## config.mk

```make
export PLATFORM = sky130hd
export DESIGN_NAME = truth_table_sequencer_flat
export DESIGN_NICKNAME = d
export VERILOG_FILES = /design/src/rtl/truth_table_sequencer_if.sv /design/src/rtl/truth_table_sequencer.sv /design/src/flat_wrapper.sv
export SDC_FILE = /design/constraint.sdc
export NUM_CORES = 1
export LEC_CHECK = 0
export ABC_AREA = 1
export CAP_MARGIN = 15
export CORE_UTILIZATION = 57
export CTS_CLUSTER_SIZE = 28
export DETAILED_ROUTE_END_ITERATION = 8
export MAX_ROUTING_LAYER = met4
export PLACE_DENSITY = 0.9
export SYNTH_ARGS = -nofsm -noshare
export SYNTH_HDL_FRONTEND = slang
export SYNTH_SLANG_ARGS = --single-unit
export TNS_END_PERCENT = 1
```

## constraint.sdc

```tcl
create_clock -name clk -period 4 [get_ports clk]
set_clock_uncertainty 0.15 [all_clocks]
set_input_delay 0.6 -clock clk [delete_from_list [all_inputs] [get_ports clk]]
set_output_delay 0.6 -clock clk [all_outputs]
set_load 0.02 [all_outputs]
```

## src/rtl/truth_table_sequencer_if.sv

```systemverilog
// Stimulus/response bundle between the truth-table sequencer and its surroundings.
interface truth_table_sequencer_if;
    logic       start;
    logic       abort;
    logic       x;
    logic       y;
    logic       z;
    logic       f;
    logic       busy;
    logic       done;
    logic       pass;
    logic [7:0] result;
    logic [3:0] err_count;

    modport master (
        output start, abort, f,
        input  x, y, z, busy, done, pass, result, err_count
    );

    modport slave (
        input  start, abort, f,
        output x, y, z, busy, done, pass, result, err_count
    );
endinterface

```

## src/rtl/truth_table_sequencer.sv

```systemverilog
// Walks {x,y,z} through 000..111 and holds each vector HOLD cycles; f is captured on the last hold cycle.
// Run latency is 8*HOLD cycles to done. There is no backpressure: start is only heard in IDLE, and abort only in APPLY.
module truth_table_sequencer #(
    parameter int unsigned HOLD   = 3,
    parameter logic [7:0]  EXPECT = 8'h0C
) (
    input  logic                    clk,
    input  logic                    rst,
    truth_table_sequencer_if.slave  bus
);
    typedef enum logic [1:0] {IDLE, APPLY, DONE} state_t;

    localparam logic [3:0] CNT_LAST = 4'(HOLD - 1);

    state_t     state;
    logic [2:0] idx;
    logic [3:0] cnt;
    logic [2:0] xyz_q;
    logic       busy_q;
    logic       done_q;
    logic       pass_q;
    logic [7:0] result_q;
    logic [3:0] err_q;

    logic       mismatch;
    logic [3:0] err_next;

    assign mismatch = (bus.f != EXPECT[idx]);
    assign err_next = err_q + {3'b000, mismatch};

    always_ff @(posedge clk or posedge rst) begin
        if (rst) begin
            state    <= IDLE;
            idx      <= 3'd0;
            cnt      <= 4'd0;
            xyz_q    <= 3'd0;
            busy_q   <= 1'b0;
            done_q   <= 1'b0;
            pass_q   <= 1'b0;
            result_q <= 8'h00;
            err_q    <= 4'd0;
        end else begin
            done_q <= 1'b0;
            case (state)
                IDLE: begin
                    if (bus.start) begin
                        state    <= APPLY;
                        idx      <= 3'd0;
                        cnt      <= 4'd0;
                        xyz_q    <= 3'd0;
                        busy_q   <= 1'b1;
                        pass_q   <= 1'b0;
                        result_q <= 8'h00;
                        err_q    <= 4'd0;
                    end
                end
                APPLY: begin
                    // abort wins over a sample landing on the same edge
                    if (bus.abort) begin
                        state  <= IDLE;
                        xyz_q  <= 3'd0;
                        busy_q <= 1'b0;
                        pass_q <= 1'b0;
                    end else if (cnt == CNT_LAST) begin
                        result_q[idx] <= bus.f;
                        err_q         <= err_next;
                        cnt           <= 4'd0;
                        if (idx == 3'd7) begin
                            state  <= DONE;
                            xyz_q  <= 3'd0;
                            busy_q <= 1'b0;
                            done_q <= 1'b1;
                            pass_q <= (err_next == 4'd0);
                        end else begin
                            idx   <= idx + 3'd1;
                            xyz_q <= idx + 3'd1;
                        end
                    end else begin
                        cnt <= cnt + 4'd1;
                    end
                end
                DONE: begin
                    state <= IDLE;
                end
                default: begin
                    state <= IDLE;
                end
            endcase
        end
    end

    assign {bus.x, bus.y, bus.z} = xyz_q;
    assign bus.busy      = busy_q;
    assign bus.done      = done_q;
    assign bus.pass      = pass_q;
    assign bus.result    = result_q;
    assign bus.err_count = err_q;
endmodule

```

## src/flat_wrapper.sv

```systemverilog
// flat-port wrapper written by rule: the top's interface ports become plain ports
module truth_table_sequencer_flat 
#(
    parameter int unsigned HOLD   = 3,
    parameter logic [7:0]  EXPECT = 8'h0C
)
  (clk, rst, bus_start, bus_abort, bus_f, bus_x, bus_y, bus_z, bus_busy, bus_done, bus_pass, bus_result, bus_err_count);
  truth_table_sequencer_if bus_i ();
  input  logic clk;
  input  logic rst;
  input wire logic [$bits(bus_i.start)-1:0] bus_start;
  input wire logic [$bits(bus_i.abort)-1:0] bus_abort;
  input wire logic [$bits(bus_i.f)-1:0] bus_f;
  output wire logic [$bits(bus_i.x)-1:0] bus_x;
  output wire logic [$bits(bus_i.y)-1:0] bus_y;
  output wire logic [$bits(bus_i.z)-1:0] bus_z;
  output wire logic [$bits(bus_i.busy)-1:0] bus_busy;
  output wire logic [$bits(bus_i.done)-1:0] bus_done;
  output wire logic [$bits(bus_i.pass)-1:0] bus_pass;
  output wire logic [$bits(bus_i.result)-1:0] bus_result;
  output wire logic [$bits(bus_i.err_count)-1:0] bus_err_count;
  assign bus_i.start = bus_start;
  assign bus_i.abort = bus_abort;
  assign bus_i.f = bus_f;
  assign bus_x = bus_i.x;
  assign bus_y = bus_i.y;
  assign bus_z = bus_i.z;
  assign bus_busy = bus_i.busy;
  assign bus_done = bus_i.done;
  assign bus_pass = bus_i.pass;
  assign bus_result = bus_i.result;
  assign bus_err_count = bus_i.err_count;
  truth_table_sequencer #(.HOLD(HOLD), .EXPECT(EXPECT)) u_core (.clk(clk), .rst(rst), .bus(bus_i));
endmodule
```

==> results of run 1 <==
[cell type report]
cell class | count | share of cell area
multi-input combinational | 144 | 0.404
tap | 30 | 0.0214
clock buffer | 4 | 0.0150
timing repair buffer | 23 | 0.142
sequential | 27 | 0.386
inverter | 15 | 0.0322
[worst register-to-register path: stages, from the launching register on]
cell and delay (ns):
dfrtp_1 0.47, inv_1 0.12, nand2_1 0.12, xor2_1 0.17, ha_1 0.22, ha_1 0.30, nor2_1 0.11, nand3_1 0.08
nor2_1 0.11, nand2_1 0.06, nand2_1 0.05
[power groups by stage]
stage	clock [uW]	combinational [uW]	sequential (uW)
2_1_floorplan	0	224	416
3_3_place_gp	0	346	387
3_5_place_dp	0	362	392
4_1_cts	121	364	387
5_1_grt	130	415	396
6_report	118	368	389
[per-stage QoR]
step / cells / total power [uW] / hold WS (ns)
floorplan: 190 / 639 / 0.386
global placement: 238 / 733 / 0.309
detailed placement: 238 / 754 / 0.314
CTS: 242 / 873 / 0.351
global route: 243 / 941 / 0.330
finish: 243 / 874 / 0.318
[flip-flops by register name (all words and copies together) (netlist names)]
| name | count |
|---|---|
| u_core.bus.result | 8 |
| u_core.bus.err_count | 4 |
| u_core.cnt | 4 |
| u_core.idx | 3 |
| u_core.xyz_q | 3 |
| u_core.state | 2 |
| u_core.bus.busy | 1 |
| u_core.bus.done | 1 |
| u_core.bus.pass | 1 |
[placed cells by master (no fill, tap or decap)]
cell             synthesis  routed
a21oi_1                  2       2
buf_16                   0       1
clkbuf_1                 0       1
clkbuf_4                 0       3
clkdlybuf4s50_1          0      22
clkinv_1                 1       1
dfrtp_1                 27      27
ha_1                     6       6
inv_1                   13      13
inv_2                    1       1
nand2_1                 65      65
nand2_2                  3       3
nand2_4                  1       1
nand3_1                 20      20
nand3_2                  3       3
nand4_1                  5       5
nor2_1                  16      16
nor2_2                   1       1
nor2_4                   1       1
nor3_1                   2       2
o21ai_0                 13      13
o21ai_1                  5       5
xor2_1                   1       1
[path summary, 6_finish.rpt]
check | slack (ns) | end | cells past startpoint | from
worst min-delay path | 0.32 | u_core.bus.err_count[0]$_DFFE_PP0P_ | 2 | rst
min in group clk | 0.34 | u_core.bus.busy$_DFFE_PP0P_ | 2 | u_core.bus.busy$_DFFE_PP0P_
worst max-delay path | 1.73 | u_core.bus.pass$_DFFE_PP0P_ | 10 | bus_f
max in group asynchronous | 3.00 | u_core.xyz_q[2]$_DFFE_PP0P_ | 3 | rst
worst max register to register | 2.01 | u_core.bus.pass$_DFFE_PP0P_ | 10 | u_core.idx[2]$_DFFE_PP0P_
worst min register to register | 0.34 | u_core.bus.busy$_DFFE_PP0P_ | 2 | u_core.bus.busy$_DFFE_PP0P_
[Yosys cell counts (2+ instances only)]
master / count
buf_2: 2
ha_1: 6
nor2_1: 16
dfrtp_1: 27
nand3_1: 20
nand2_2: 3
nand2_1: 65
o21ai_1: 5
nand3_2: 3
inv_1: 13
o21ai_0: 13
nor3_1: 2
a21oi_1: 2
nand4_1: 5
[routing by layer]
metal  routed length [um]  vias up
met5                    0        -
met4                   57        0
met2                 1490       37
met1                 1330      618
met3                  126        7
li1                     -      658
[logic make-up (layout without fill, tap and decap cells)]
family / after synthesis / in the layout / synth area share
and+or+nand+nor: 117 / 117 / 0.356
DFF: 27 / 27 / 0.460
buffers and inverters: 19 / 42 / 0.0580
adders and majority gates: 6 / 6 / 0.0511
xor gates and xnor gates: 1 / 1 / 0.00597
AOI/OAI and AO/OA: 20 / 20 / 0.0682
==> impl_metrics.json, run 1 <==
{
  "cts_made_buffers": 3,
  "drive_above_1_share": 0.0657,
  "antenna_found_initial": 0,
  "die_area_um2": 2780,
  "synth.avg_cell_area_um2": 7.72,
  "post_cts_buffers": 0,
  "post_dp_cell_area_um2": 1700,
  "cts.path.max_buffers": 2,
  "postRouteAntennaNets": 0,
  "grt_use_total": 0.256,
  "yosysTopAreaCellShare": 0.460,
  "drv_slew": 0,
  "p_int_uw": 507,
  "endpoint_kind": "register",
  "slowest_delay_ns": 0.46,
  "finalHoldViolations": 0,
  "cp_data_arrival_time_ns": 2.40,
  "clock-sinks": 27,
  "busiest_layer": "met2",
  "antenna_cells": 0,
  "required_ns": 4.12,
  "path_buf_inv": 2,
  "drc_errors": 0,
  "cap_violations": 0,
  "viasPerCell": 5.43,
  "multiInputGateArea_um2": 707,
  "synth_edf_count": 0,
  "die_w_um": 52.7,
  "clockPowerShare": 0.135,
  "h-tree-depth": 1,
  "core-area_um2": 2450,
  "path_clk_slew_ns": 0.14,
  "overflow": 0,
  "ctsRootBufferMaster": "clkbuf_4",
  "nets": 225,
  "ir_worst_vdd_mv": 0.335,
  "worst_slack_ns": 1.73,
  "synthToLayoutAreaGrowth_pct": 19.3,
  "finalSetupViolCount": 0,
  "powerDensity_nw_per_um2": 500,
  "port-buffer-count": 22,
  "crit_slowest_cell": "clkdlybuf4s50_1",
  "relSlewSlack": 0.664,
  "dr.first_iter.drc_count": 32,
  "met3_usage": 0.0435,
  "fill_cells": 189,
  "finalCritPeriodShare": 0.568,
  "p_sw_uw": 367,
  "met2_usage": 0.414,
  "status": "finished clean",
  "ys.warnings.count": 0,
  "max_slew.worst_pin.slew_ns": 0.503,
  "async_reset_ff_frac": 1.00,
  "swShare": 0.420,
  "p_leak_uw": 0.000825,
  "synth_largest_area_cell": "dfrtp_1",
  "gp_congestion": 0.889,
  "use_met1": 0.300,
  "synthTopCellsByArea": "dfrtp_1 46%, nand2_1 17%, nand3_1 6.8%",
  "pwr-share-comb": 0.421,
  "finalSetupTns_ns": 0,
  "regArea_um2": 676,
  "crit_fanout": 8,
  "dr.pass1.iters": 4,
  "final_util": 0.713,
  "grt_pass1_wl_mm": 5.09,
  "synth-seq-cells": 27,
  "path_cells": "clkdlybuf4s50_1 > clkinv_1 > xor2_1 > ha_1 > ha_1 > nor2_1 > nand3_1 > nor2_1 > nand2_1 > nand2_1",
  "syn_area_um2": 1470,
  "cts_hold_buf": 0,
  "grt_max_degree": 28,
  "grt_setup_unrepaired": "no",
  "dpl.hpwl_mm": 2.17,
  "cts_resized": 0,
  "seq_area_frac_synth": 0.460,
  "final_area_um2": 1750,
  "fin_crit_ns": 2.27,
  "synth_flop_cell": "dfrtp_1",
  "cts_tree": "done",
  "io_pins": 23,
  "synth_fp_nets": 201,
  "critPathKind": "input pin to register",
  "synth.distinct_cells": 22,
  "clock_latency_ns": 0.32,
  "cp_top_family": "buffers and inverters",
  "hp-class": "input pin to async pin",
  "grt_pass1_vias": 1303,
  "dp_slack_ns": 1.40,
  "seqPwrFrac": 0.444,
  "rows": 18,
  "initial_utilization": 0.598,
  "netlist_instances": 190,
  "timing.fmax_mhz": 440,
  "avgRoutedWirePerCell_um": 12.4,
  "routed_wl_mm": 3.01,
  "die_h_um": 52.7,
  "start_kind": "input pin",
  "via_count": 1320
}
(Power assumes the default switching activity.)
==> run 2, diff against run 1 <==
--- a/config.mk
+++ b/config.mk
@@ -7,11 +7,11 @@
 export LEC_CHECK = 0
 export ABC_AREA = 1
 export CAP_MARGIN = 15
-export CORE_UTILIZATION = 57
+export CORE_UTILIZATION = 53
 export CTS_CLUSTER_SIZE = 28
 export DETAILED_ROUTE_END_ITERATION = 8
 export MAX_ROUTING_LAYER = met4
-export PLACE_DENSITY = 0.9
+export PLACE_DENSITY = 0.85
 export SYNTH_ARGS = -nofsm -noshare
 export SYNTH_HDL_FRONTEND = slang
 export SYNTH_SLANG_ARGS = --single-unit
==> constraint.sdc (replaced) <==
create_clock -name clk -period 2.4 [get_ports clk]
set_clock_uncertainty 0.15 [all_clocks]
set_input_delay 0.36 -clock clk [delete_from_list [all_inputs] [get_ports clk]]
set_output_delay 0.36 -clock clk [all_outputs]
set_load 0.02 [all_outputs]
==> run 2 against run 1 <==
  * Cell area decreased by 0.29%
  * Cell count increased by 0.82%
  * Count of clock-buffer cells in the layout unchanged
  * Setup slack got worse by 1.3 ns
  * Critical path depth unchanged
  * Flip-flop and latch count unchanged
  * Total power increased by 66%
  * Non-clock buffer count increased by 2
  * Utilization decreased by 2.7 points
  * Global-route usage decreased by 1.9 points
==> impl_metrics.json, run 2 (synthesis results as in run 1) <==
{
  "multiInputGateArea_um2": 707,
  "drv_slew": 0,
  "antenna_found_initial": 0,
  "path_buf_inv": 1,
  "overflow": 0,
  "largest_register_ffs": 8,
  "io_pins": 23,
  "cts_hold_buf": 0,
  "port-buffer-count": 22,
  "p_sw_uw": 606,
  "dp_slack_ns": 0.215,
  "regArea_um2": 676,
  "finalSetupTns_ns": 0,
  "status": "finished clean",
  "crit_fanout": 7,
  "p_leak_uw": 0.000827,
  "grt_use_total": 0.237,
  "synthToLayoutAreaGrowth_pct": 18.9,
  "antenna_cells": 0,
  "grt_max_degree": 28,
  "die_h_um": 54.6,
  "cp_data_arrival_time_ns": 2.13,
  "wl_met2_mm": 1.41,
  "pwr-share-comb": 0.421,
  "post_dp_cell_area_um2": 1720,
  "powerDensity_nw_per_um2": 832,
  "cap_violations": 0,
  "finalCritPeriodShare": 0.838,
  "viasPerCell": 5.37,
  "relSlewSlack": 0.774,
  "mostFrequentLayoutCells": "65 x nand2_1, 27 x dfrtp_1, 22 x clkdlybuf4s50_1, 20 x nand3_1, 16 x nor2_1",
  "finalHoldViolations": 0,
  "max_slew.worst_pin.slew_ns": 0.340,
  "cts_tree": "done",
  "clockPowerShare": 0.132,
  "via_count": 1316,
  "ctsRootBufferMaster": "clkbuf_4",
  "wl_met1_mm": 1.43,
  "fin_crit_ns": 2.01,
  "dpl.hpwl_mm": 2.19,
  "endpoint_kind": "register",
  "final_common_cell": "nand2_1",
  "worst_slack_ns": 0.389,
  "gp_congestion": 0.847,
  "seqPwrFrac": 0.446,
  "initial_utilization": 0.577,
  "die_area_um2": 2980,
  "ir_worst_vdd_mv": 0.717,
  "clock_latency_ns": 0.31,
  "rrSetupSlack_ns": 0.39,
  "nets": 227,
  "top_layer": "met4",
  "post_cts_buffers": 0,
  "h-tree-depth": 1,
  "fill_cells": 196,
  "core-area_um2": 2540,
  "p_int_uw": 846,
  "final_area_um2": 1750,
  "rows": 18,
  "die_w_um": 54.6,
  "routed_wl_mm": 2.95,
  "cts.path.max_buffers": 2,
  "swShare": 0.417,
  "drc_errors": 0,
  "avgRoutedWirePerCell_um": 12.0,
  "drive_above_1_share": 0.0744,
  "start_kind": "register",
  "cts_resized": 0,
  "path_clk_slew_ns": 0.14,
  "clock-sinks": 27,
  "crit_slowest_cell": "dfrtp_1",
  "cp_top_family": "simple AND/OR/NAND/NOR gates",
  "crit_top_cell": "nand2_1",
  "slowest_delay_ns": 0.49,
  "grt_pass1_vias": 1206,
  "postRouteAntennaNets": 0,
  "dr.pass1.iters": 5,
  "cts_made_buffers": 3,
  "critPathKind": "register to register",
  "finalSetupViolCount": 0,
  "dr.first_iter.drc_count": 39,
  "required_ns": 2.52,
  "wl_met3_um": 101,
  "timing.fmax_mhz": 497,
  "path_cells": "inv_1 > nand2_1 > xor2_1 > ha_1 > ha_1 > nor2_1 > nand3_1 > nor2_1 > nand2_1 > nand2_1",
  "grt_pass1_wl_mm": 4.96,
  "grt_setup_unrepaired": "no",
  "hp-class": "input pin to async pin"
}
run 2: area by class of cell:
class | count | area share
clock buffers | 4 | 0.0151
inverters | 15 | 0.0323
multi-input cells | 144 | 0.405
flip-flops and latches | 27 | 0.387
well taps | 30 | 0.0215
repair buffers | 25 | 0.139
run 2: path summary, 6_finish.rpt:
kind / start / endpoint / cells after the start
setup / recovery: u_core.idx[2]$_DFFE_PP0P_ / u_core.bus.pass$_DFFE_PP0P_ / 10
hold / removal: rst / u_core.bus.err_count[3]$_DFFE_PP0P_ / 3
setup reg to reg: u_core.idx[2]$_DFFE_PP0P_ / u_core.bus.pass$_DFFE_PP0P_ / 10
hold reg to reg: u_core.bus.result[3]$_DFFE_PP0P_ / u_core.bus.result[3]$_DFFE_PP0P_ / 2
max in group asynchronous: rst / u_core.bus.result[6]$_DFFE_PP0P_ / 3
min in group clk: u_core.bus.result[3]$_DFFE_PP0P_ / u_core.bus.result[3]$_DFFE_PP0P_ / 2
run 2: power by group through the flow:
| stage | sequential, uW | combinational [uW] | clock (uW) |
|---|---|---|---|
| after floorplan | 693 | 373 | 0 |
| after global placement | 646 | 586 | 0 |
| after detailed placement | 654 | 609 | 0 |
| after CTS | 646 | 611 | 200 |
| after global routing | 666 | 697 | 213 |
| final | 648 | 612 | 192 |
run 2: worst reg2reg max path, cell delays in order (launching register included):
cell	delay, ns
dfrtp_1	0.49
inv_1	0.13
nand2_1	0.12
xor2_1	0.17
ha_1	0.21
ha_1	0.30
nor2_1	0.11
nand3_1	0.08
nor2_1	0.10
nand2_1	0.06
nand2_1	0.06
run 2: through the flow:
step | instances | total power (uW) | utilization | hold slack (ns)
4_1_cts | 245 | 1460 | 0.686 | 0.231
3_5_place_dp | 241 | 1260 | 0.676 | 0.327
6_report | 245 | 1450 | 0.686 | 0.229
2_1_floorplan | 190 | 1070 | - | 0.263
5_1_grt | 245 | 1580 | 0.686 | 0.289
3_3_place_gp | 241 | 1230 | 0.676 | 0.308
run 2: routing by layer:
metal  track usage  up-vias
met1         0.308      613
met2         0.378       28
li1              -      673
met4        0.0855        0
met3        0.0250        2
met5             -        -
==> run 3, diff against run 2 <==
--- a/config.mk
+++ b/config.mk
@@ -7,11 +7,11 @@
 export LEC_CHECK = 0
 export ABC_AREA = 1
 export CAP_MARGIN = 15
-export CORE_UTILIZATION = 53
+export CORE_UTILIZATION = 47
 export CTS_CLUSTER_SIZE = 28
 export DETAILED_ROUTE_END_ITERATION = 8
 export MAX_ROUTING_LAYER = met4
-export PLACE_DENSITY = 0.85
+export PLACE_DENSITY = 0.8
 export SYNTH_ARGS = -nofsm -noshare
 export SYNTH_HDL_FRONTEND = slang
 export SYNTH_SLANG_ARGS = --single-unit
==> constraint.sdc (replaced) <==
create_clock -name clk -period 1.8 [get_ports clk]
set_clock_uncertainty 0.15 [all_clocks]
set_input_delay 0.27 -clock clk [delete_from_list [all_inputs] [get_ports clk]]
set_output_delay 0.27 -clock clk [all_outputs]
set_load 0.02 [all_outputs]
==> run 3 against run 2 <==
  * The flow now finishes with violations (design-rule violations)
  * Clock power up 34%
  * Global-route usage down 4.5 points
  * Largest power group is now combinational logic
  * Worst hold slack worse by 0.086 ns
  * Count of clock-buffer cells in the layout unchanged
  * Sequential share of layout area down 1.2 points
  * Highest routed layer unchanged
  * Sequential power up 28%
  * Critical path depth down 9
  * Flip-flop and latch count unchanged
  * Utilization down 5.4 points
  * Cell count up 2.0%
==> impl_metrics.json, run 3 (synthesis results as in run 1) <==
{
  "die_h_um": 57.9,
  "mostFrequentLayoutCells": "64 x nand2_1, 27 x dfrtp_1, 20 x nand3_1, 18 x clkdlybuf4s50_1, 16 x nor2_1",
  "cp_data_arrival_time_ns": 1.36,
  "clock-sinks": 27,
  "fin_crit_ns": 1.78,
  "rows": 19,
  "timing.fmax_mhz": 561,
  "path_cells": "clkdlybuf4s50_1",
  "cts_tree": "done",
  "grt_use_total": 0.192,
  "fill_cells": 270,
  "cp_top_family": "buffers and inverters",
  "cts_made_buffers": 3,
  "clock_latency_ns": 0.33,
  "p_sw_uw": 814,
  "dr.pass1.iters": 7,
  "powerDensity_nw_per_um2": 1100,
  "viasPerCell": 5.18,
  "finalCritPeriodShare": 0.990,
  "status": "complete, but fails checks",
  "largest_register_ffs": 8,
  "grt_max_degree": 28,
  "post_dp_cell_area_um2": 1750,
  "via_count": 1296,
  "die_w_um": 57.9,
  "dpl.hpwl_mm": 2.05,
  "drc_errors": 4,
  "ctsRootBufferMaster": "clkbuf_4",
  "pwr-share-comb": 0.454,
  "cap_violations": 0,
  "finalSetupViolCount": 0,
  "clockPowerShare": 0.130,
  "io_pins": 23,
  "crit_slowest_cell": "clkdlybuf4s50_1",
  "violations": "design-rule violations",
  "relSlewSlack": 0.776,
  "endpoint_kind": "primary output",
  "crit_fanout": 3,
  "whs_ns": 0.143,
  "grt_pass1_vias": 1125,
  "synthToLayoutAreaGrowth_pct": 22.8,
  "port-buffer-count": 22,
  "antenna_found_initial": 0,
  "dr.first_iter.drc_count": 46,
  "initial_utilization": 0.514,
  "finalHoldViolations": 0,
  "p_int_uw": 1180,
  "start_kind": "register",
  "slowest_delay_ns": 0.62,
  "drv_slew": 0,
  "gp_congestion": 0.859,
  "max_slew.worst_pin.slew_ns": 0.335,
  "overflow": 0,
  "swShare": 0.409,
  "final_area_um2": 1800,
  "antenna_cells": 0,
  "routed_wl_mm": 2.78,
  "hp-class": "input pin to async pin",
  "cts.path.max_buffers": 2,
  "seqPwrFrac": 0.417,
  "core-area_um2": 2850,
  "postRouteAntennaNets": 0,
  "grt_setup_unrepaired": "yes",
  "die_area_um2": 3350,
  "critPathKind": "register to primary output",
  "ir_worst_vdd_mv": 0.691,
  "post_cts_buffers": 0,
  "final_common_cell": "nand2_1",
  "grt_pass1_wl_mm": 4.81,
  "h-tree-depth": 1,
  "p_leak_uw": 0.000891,
  "rrSetupSlack_ns": 0.10,
  "path_buf_inv": 1,
  "path_clk_slew_ns": 0.14,
  "required_ns": 1.38,
  "finalSetupTns_ns": 0,
  "drive_above_1_share": 0.110,
  "avgRoutedWirePerCell_um": 11.1,
  "nets": 231
}
run 3: cell types whose count changed in the layout (fill, tap and decap cells not counted), moves of 2 or more:
cell             before  now
dlygate4sd2_1         0    2
buf_4                 3    7
clkdlybuf4s50_1      22   18
dlymetal6s2s_1        0    2
ha_1                  6    4
run 3: final cells by class:
class | instances | area [um^2] | area share
well taps | 31 | 38.8 | 0.0215
inverters | 15 | 56.3 | 0.0312
flip-flops and latches | 27 | 676 | 0.375
clock buffers | 4 | 26.3 | 0.0146
repair buffers | 29 | 275 | 0.153
multi-input cells | 144 | 729 | 0.405
run 3: repair_timing:
| item | 4_1_cts | 5_1_grt |
|---|---|---|
| endpoints found under the setup margin | 3 | 9 |
| hold buffers | 0 | 0 |
| pin swaps | 0 | 0 |
| resized for setup | 3 | 5 |
run 3: routing by layer:
metal  part of all wire  vias up  global-route usage
met5                  0        -                   -
met2               0.44       26               0.294
met1               0.50      584               0.263
met4              0.017        0              0.0748
li1                   -      682                   -
met3              0.042        4              0.0201
run 3: stage by stage:
stage | instances | power [uW] | setup slack (ns) | util
3_5_place_dp | 246 | 1730 | -0.282 | 0.614
2_1_floorplan | 190 | 1430 | 0.0197 | -
3_3_place_gp | 246 | 1710 | -0.258 | 0.614
5_1_grt | 250 | 2170 | -0.0481 | 0.632
4_1_cts | 250 | 1980 | 0.0106 | 0.623
6_report | 250 | 1990 | 0.0182 | 0.632
run 3: power by group through the flow:
stage | registers [uW] | logic, uW | clock network, uW
finish | 829 | 902 | 258
global route | 851 | 1030 | 291
CTS | 825 | 888 | 270
detailed placement | 836 | 891 | 0
global placement | 837 | 873 | 0
floorplan | 926 | 500 | 0
run 3: worst paths after layout:
| path | from | end | depth (start not counted) |
|---|---|---|---|
| setup / recovery | u_core.bus.err_count[0]$_DFFE_PP0P_ | bus_err_count[0] | 1 |
| min in group clk | u_core.bus.busy$_DFFE_PP0P_ | u_core.bus.busy$_DFFE_PP0P_ | 2 |
| max in group asynchronous | rst | u_core.bus.busy$_DFFE_PP0P_ | 3 |
| hold reg to reg | u_core.bus.busy$_DFFE_PP0P_ | u_core.bus.busy$_DFFE_PP0P_ | 2 |
| hold / removal | rst | u_core.bus.result[1]$_DFFE_PP0P_ | 3 |
| setup reg to reg | u_core.idx[2]$_DFFE_PP0P_ | u_core.bus.pass$_DFFE_PP0P_ | 12 |
==> variant 1 (settings of run 2) <==
Encoding of `state_t`: now one-hot (3 bits for 3 states).
--- a/src/rtl/truth_table_sequencer.sv
+++ b/src/rtl/truth_table_sequencer.sv
@@ -9,5 +9,5 @@
     truth_table_sequencer_if.slave  bus
 );
-    typedef enum logic [1:0] {IDLE, APPLY, DONE} state_t;
+    typedef enum logic [2:0] {IDLE = 3'b001, APPLY = 3'b010, DONE = 3'b100} state_t;
 
     localparam logic [3:0] CNT_LAST = 4'(HOLD - 1);
Behaviour: same outputs for any inputs over 10 cycles, from zero or initial values and one cycle with rst high; not proved beyond that.
==> variant 1 against run 2 <==
Wire length decreased by 3.7%. Via count is 1.9% higher. Cell area rose by 5.6%. Utilization decreased by 1.8 points. Worst setup slack got worse by 0.16 ns. Sequential cell count up 1. Synthesized area increased by 6.1%. Total power grew 12%. Critical path type unchanged.
==> variant 1: results (changes against run 2) <==
stage	metric	value	unit	change
run_status	status	finished, final reports clean		
power	VDD IR-drop max	0.912	mV	+27%
sta	Worst Tran Pin Value	0.522	ns	+0.182 ns
place	hpwl dp	2100	µm	-3.9%
final_layout	Clock buffer cells	4		unchanged
power	clock power share	13.9	%	+0.7 points
place	DP Worst Slack	0.0391	ns	-0.175 ns
final_layout	layout cell share with drive strength beyond 1	8.37	%	+0.93 points
final_layout	Plain + repair buffers	23		-8.0%
critical_path	flop2flop setup slack	0.23	ns	-0.16 ns
yosys	Compound-Gate Fraction of Synth Area	3.14	%	-3.7 points
final_layout	Largest register FFs	8		unchanged
final_layout	invs w/o clock	30		+15
final_layout	sequential share of cell area	38.1	%	-0.62 points
cts	Clock Pin Slew Worst Setup and Hold Paths	0.14	ns	about the same
yosys	syn_nets	213		+6.0%
yosys	flops & latches, synth	28		+3.7%
cts	clock latency on the worst-skew pair	0.32	ns	
yosys	Post-Synth XOR/XNOR Area	2.25	%	+1.7 points
global_routing	GR Util All Layers	22.6	%	-1.1 points
yosys	post-synth cell types	24		+9.1%
place	Port Buffers	22		unchanged
power	Sw Ratio	44.4	%	+2.6 points
power	Gate power share	48.1	%	+6.0 points
place	gpl congestion	0.833		-1.7%
route	TritonRoute pass-1 iters	4		-1
critical_path	Worst Path Arrival	2.30	ns	+0.17 ns
final_layout	Fill cells	237		+21%
global_routing	global-route wire length before repair	5500	µm	+11%
final_layout	multi-input logic area	726	µm²	+2.7%
critical_path	Slowest Stage Delay on Critical Path	0.43	ns	-0.06 ns
route	DR iter-0 viols	49		+26%
final_layout	post-layout net count	239		+5.3%
cts	Inserted Clock Buffers	3		unchanged
yosys	register area share after synthesis	45.1	%	-0.94 points
critical_path	crit-path max FO	5		-2
final_layout	Multi-input comb cells	142		-1.4%
yosys	most area-consuming cells after synthesis	dfrtp_1 43%, nand2_1 15%, nand3_1 10%		
global_routing	vias in the first global route	1358		+13%
final_layout	non-clk buf share	12.4	%	-1.6 points
yosys	post-synthesis mux area share	0	%	unchanged
route	total wire length	2840	µm	-3.7%
critical_path	Crit path max-delay family	simple AND/OR/NAND/NOR gates		
route	Vias	1341		+1.9%
yosys	Yosys warning count	0		unchanged
power	LEAKAGE	0.000994	µW	+20%
critical_path	crit path from	u_core.idx[1]		
critical_path	cells on worst reg2reg path	11		+1
yosys	commonest cells in the netlist	64 x nand2_1, 32 x nand3_1, 29 x inv_1		
final_layout	Final clock-cell share	1.97	%	+0.46 points
critical_path	Worst setup endpoint	u_core.bus.pass		
global_routing	pin count of the biggest net entering global routing	29		+3.6%
yosys	post-synthesis adder-cell area fraction	4.82	%	-0.29 points
==> variant 1: kinds of logic after synthesis <==
logic type	Yosys count
adders and majority gates	6
and+or+nand+nor	123
DFF	28
AOI/OAI and AO/OA	9
xor gates and xnor gates	4
buffers and inverters	32
==> variant 1: per-stage QoR <==
| stage | power, µW | area, µm² | hold slack, ns | cells |
|---|---|---|---|---|
| after detailed placement | 1410 | 1800 | 0.312 | 254 |
| after floorplan | 1220 | 1560 | 0.275 | 202 |
| after global routing | 1790 | 1840 | 0.254 | 258 |
| final | 1630 | 1840 | 0.225 | 258 |
| after global placement | 1390 | 1800 | 0.307 | 254 |
| after CTS | 1640 | 1840 | 0.232 | 258 |
==> variant 1: metal layers <==
metal	global-route usage (%)	wire length, µm	vias up
met5	-	0	-
met4	6.62	15	0
met3	5.58	121	2
met2	36.6	1360	33
met1	28.1	1340	620
li1	-	-	686
==> variant 1: timing repair <==
item,4_1_cts,5_1_grt
hold buffers,0,0
setup endpoints to repair,0,1
gates resized for setup,0,1
hold endpoints to repair,0,0
==> variant 2 (settings of run 2) <==
Without the edit above. `EXPECT` is set to 8'h0C in 2 places; all go to 8'h09.
--- a/src/rtl/truth_table_sequencer.sv
+++ b/src/rtl/truth_table_sequencer.sv
@@ -3,5 +3,5 @@
 module truth_table_sequencer #(
     parameter int unsigned HOLD   = 3,
-    parameter logic [7:0]  EXPECT = 8'h0C
+    parameter logic [7:0]  EXPECT = 8'h09
 ) (
     input  logic                    clk,
--- a/src/flat_wrapper.sv
+++ b/src/flat_wrapper.sv
@@ -3,5 +3,5 @@
 #(
     parameter int unsigned HOLD   = 3,
-    parameter logic [7:0]  EXPECT = 8'h0C
+    parameter logic [7:0]  EXPECT = 8'h09
 )
   (clk, rst, bus_start, bus_abort, bus_f, bus_x, bus_y, bus_z, bus_busy, bus_done, bus_pass, bus_result, bus_err_count);
Function: changed (Yosys sat finds a counterexample within 10 cycles, from zero or initial values and one cycle with rst high).
==> variant 2 against run 2 <==
Worst setup slack got worse by 0.20 ns. Sequential cell count did not move. Total power rose by 3.8%. Combinational power rose by 8.8%. Synthesized area rose by 2.3%. Sequential share of layout area fell by 0.22 points. Sequential power fell by 2%. Count of clock-buffer cells in the layout did not move. Cell area rose by 0.57%. Wire length rose by 4.4%. Synthesized cell count fell by 2.6%. Global-route usage fell by 1.4 points. First-iteration DRC count fell by 10%. Largest power group is now combinational cells.
==> variant 2: results (changes against run 2) <==
stage	metric	value	unit	change
sta	fmax	452	MHz	-9.1%
place	gpl congestion	0.856		+0.99%
route	routed wl met2	1530	µm	+8.7%
yosys	register area share after synthesis	45.0	%	-1.0 points
yosys	Post-Synth XOR/XNOR Area	0.583	%	-0.013 points
place	Inst Count DP	234		-2.9%
final_layout	fraction of area in multi-input gates	41.1	%	+0.55 points
yosys	Cells after Synth	185		-2.6%
power	Seq pwr share	42.2	%	-2.4 points
global_routing	global-route wire length before repair	5380	µm	+8.3%
global_routing	M1 GR Usage	26.8	%	-4.0 points
yosys	Compound-Gate Fraction of Synth Area	7.00	%	+0.18 points
power	LEAKAGE	0.000795	µW	-3.9%
yosys	syn_nets	196		-2.5%
final_layout	non-clk buf share	13.8	%	-0.079 points
place	DP Worst Slack	0.218	ns	+0.00316 ns
yosys	post-synth cell types	21		-4.5%
power	Clk power	206	µW	+7%
final_layout	Fill cells	205		+4.6%
route	DR iter-0 viols	35		-10%
final_layout	Multi-input comb cells	138		-4.2%
critical_path	flop2flop setup slack	0.19	ns	-0.20 ns
sta	Worst Tran Pin Value	0.356	ns	+0.0167 ns
route	TritonRoute pass-1 iters	4		-1
critical_path	Slowest Stage Delay on Critical Path	0.46	ns	-0.03 ns
route	Vias	1285		-2.4%
global_routing	GR Util All Layers	22.3	%	-1.4 points
final_layout	Finished Layout Cells	238		-2.9%
critical_path	Crit path max-delay family	adder cells		
critical_path	crit-path max FO	7		unchanged
power	clock power share	13.6	%	+0.4 points
final_layout	invs w/o clock	14		-1
route	Detail Route met3 WL	76	µm	-25%
yosys	most area-consuming cells after synthesis	dfrtp_1 45%, nand2_1 14%, nand3_1 7.3%		
run_status	status	finished, final reports clean		
power	Sw Ratio	42.0	%	+0.22 points
route	detailed-routing wirelength on met1	1420	µm	-0.28%
power	VDD IR-drop max	0.592	mV	-17%
yosys	commonest cells in the netlist	57 x nand2_1, 27 x dfrtp_1, 22 x nand3_1		
final_layout	sequential share of cell area	38.5	%	-0.22 points
critical_path	crit path from	u_core.idx[0]		
place	placed cell areas	1730	µm²	+0.58%
cts	Clock Pin Slew Worst Setup and Hold Paths	0.15	ns	
yosys	post-synthesis adder-cell area fraction	5.00	%	-0.12 points
place	hpwl dp	2290	µm	+4.8%
cts	clock latency on the worst-skew pair	0.33	ns	+0.02 ns
yosys	Syn Std Cell Area	1500	µm²	+2.3%
global_routing	met2 Usage GRT	38.4	%	+0.63 points
variant 2: cell types whose count changed after synthesis, moves of 2 or more:
cell / run 2 / this run
a21oi_1: 2 / 0
o21ai_1: 5 / 8
nand2_1: 65 / 57
buf_2: 2 / 0
nor2_1: 16 / 9
nand3b_1: 0 / 8
buf_6: 1 / 3
nand3_1: 20 / 22
variant 2: worst min path at each step:
| stage | startpoint | cells past startpoint | slack, ns | endpoint |
|---|---|---|---|---|
| 2_1_floorplan | rst | 1 | 0.26 | u_core.bus.busy |
| 3_3_place_gp | u_core.bus.busy | 2 | 0.30 | u_core.bus.busy |
| 3_5_place_dp | u_core.bus.pass | 2 | 0.32 | u_core.bus.pass |
| 4_1_cts | rst | 3 | 0.22 | u_core.bus.err_count[1] |
| 5_1_grt | rst | 3 | 0.28 | u_core.bus.err_count[1] |
| 6_report | rst | 3 | 0.21 | u_core.xyz_q[1] |
variant 2: worst min-delay path: cells and delay by family:
family	cells	cell delay, ns
buffers and inverters	3	0.76
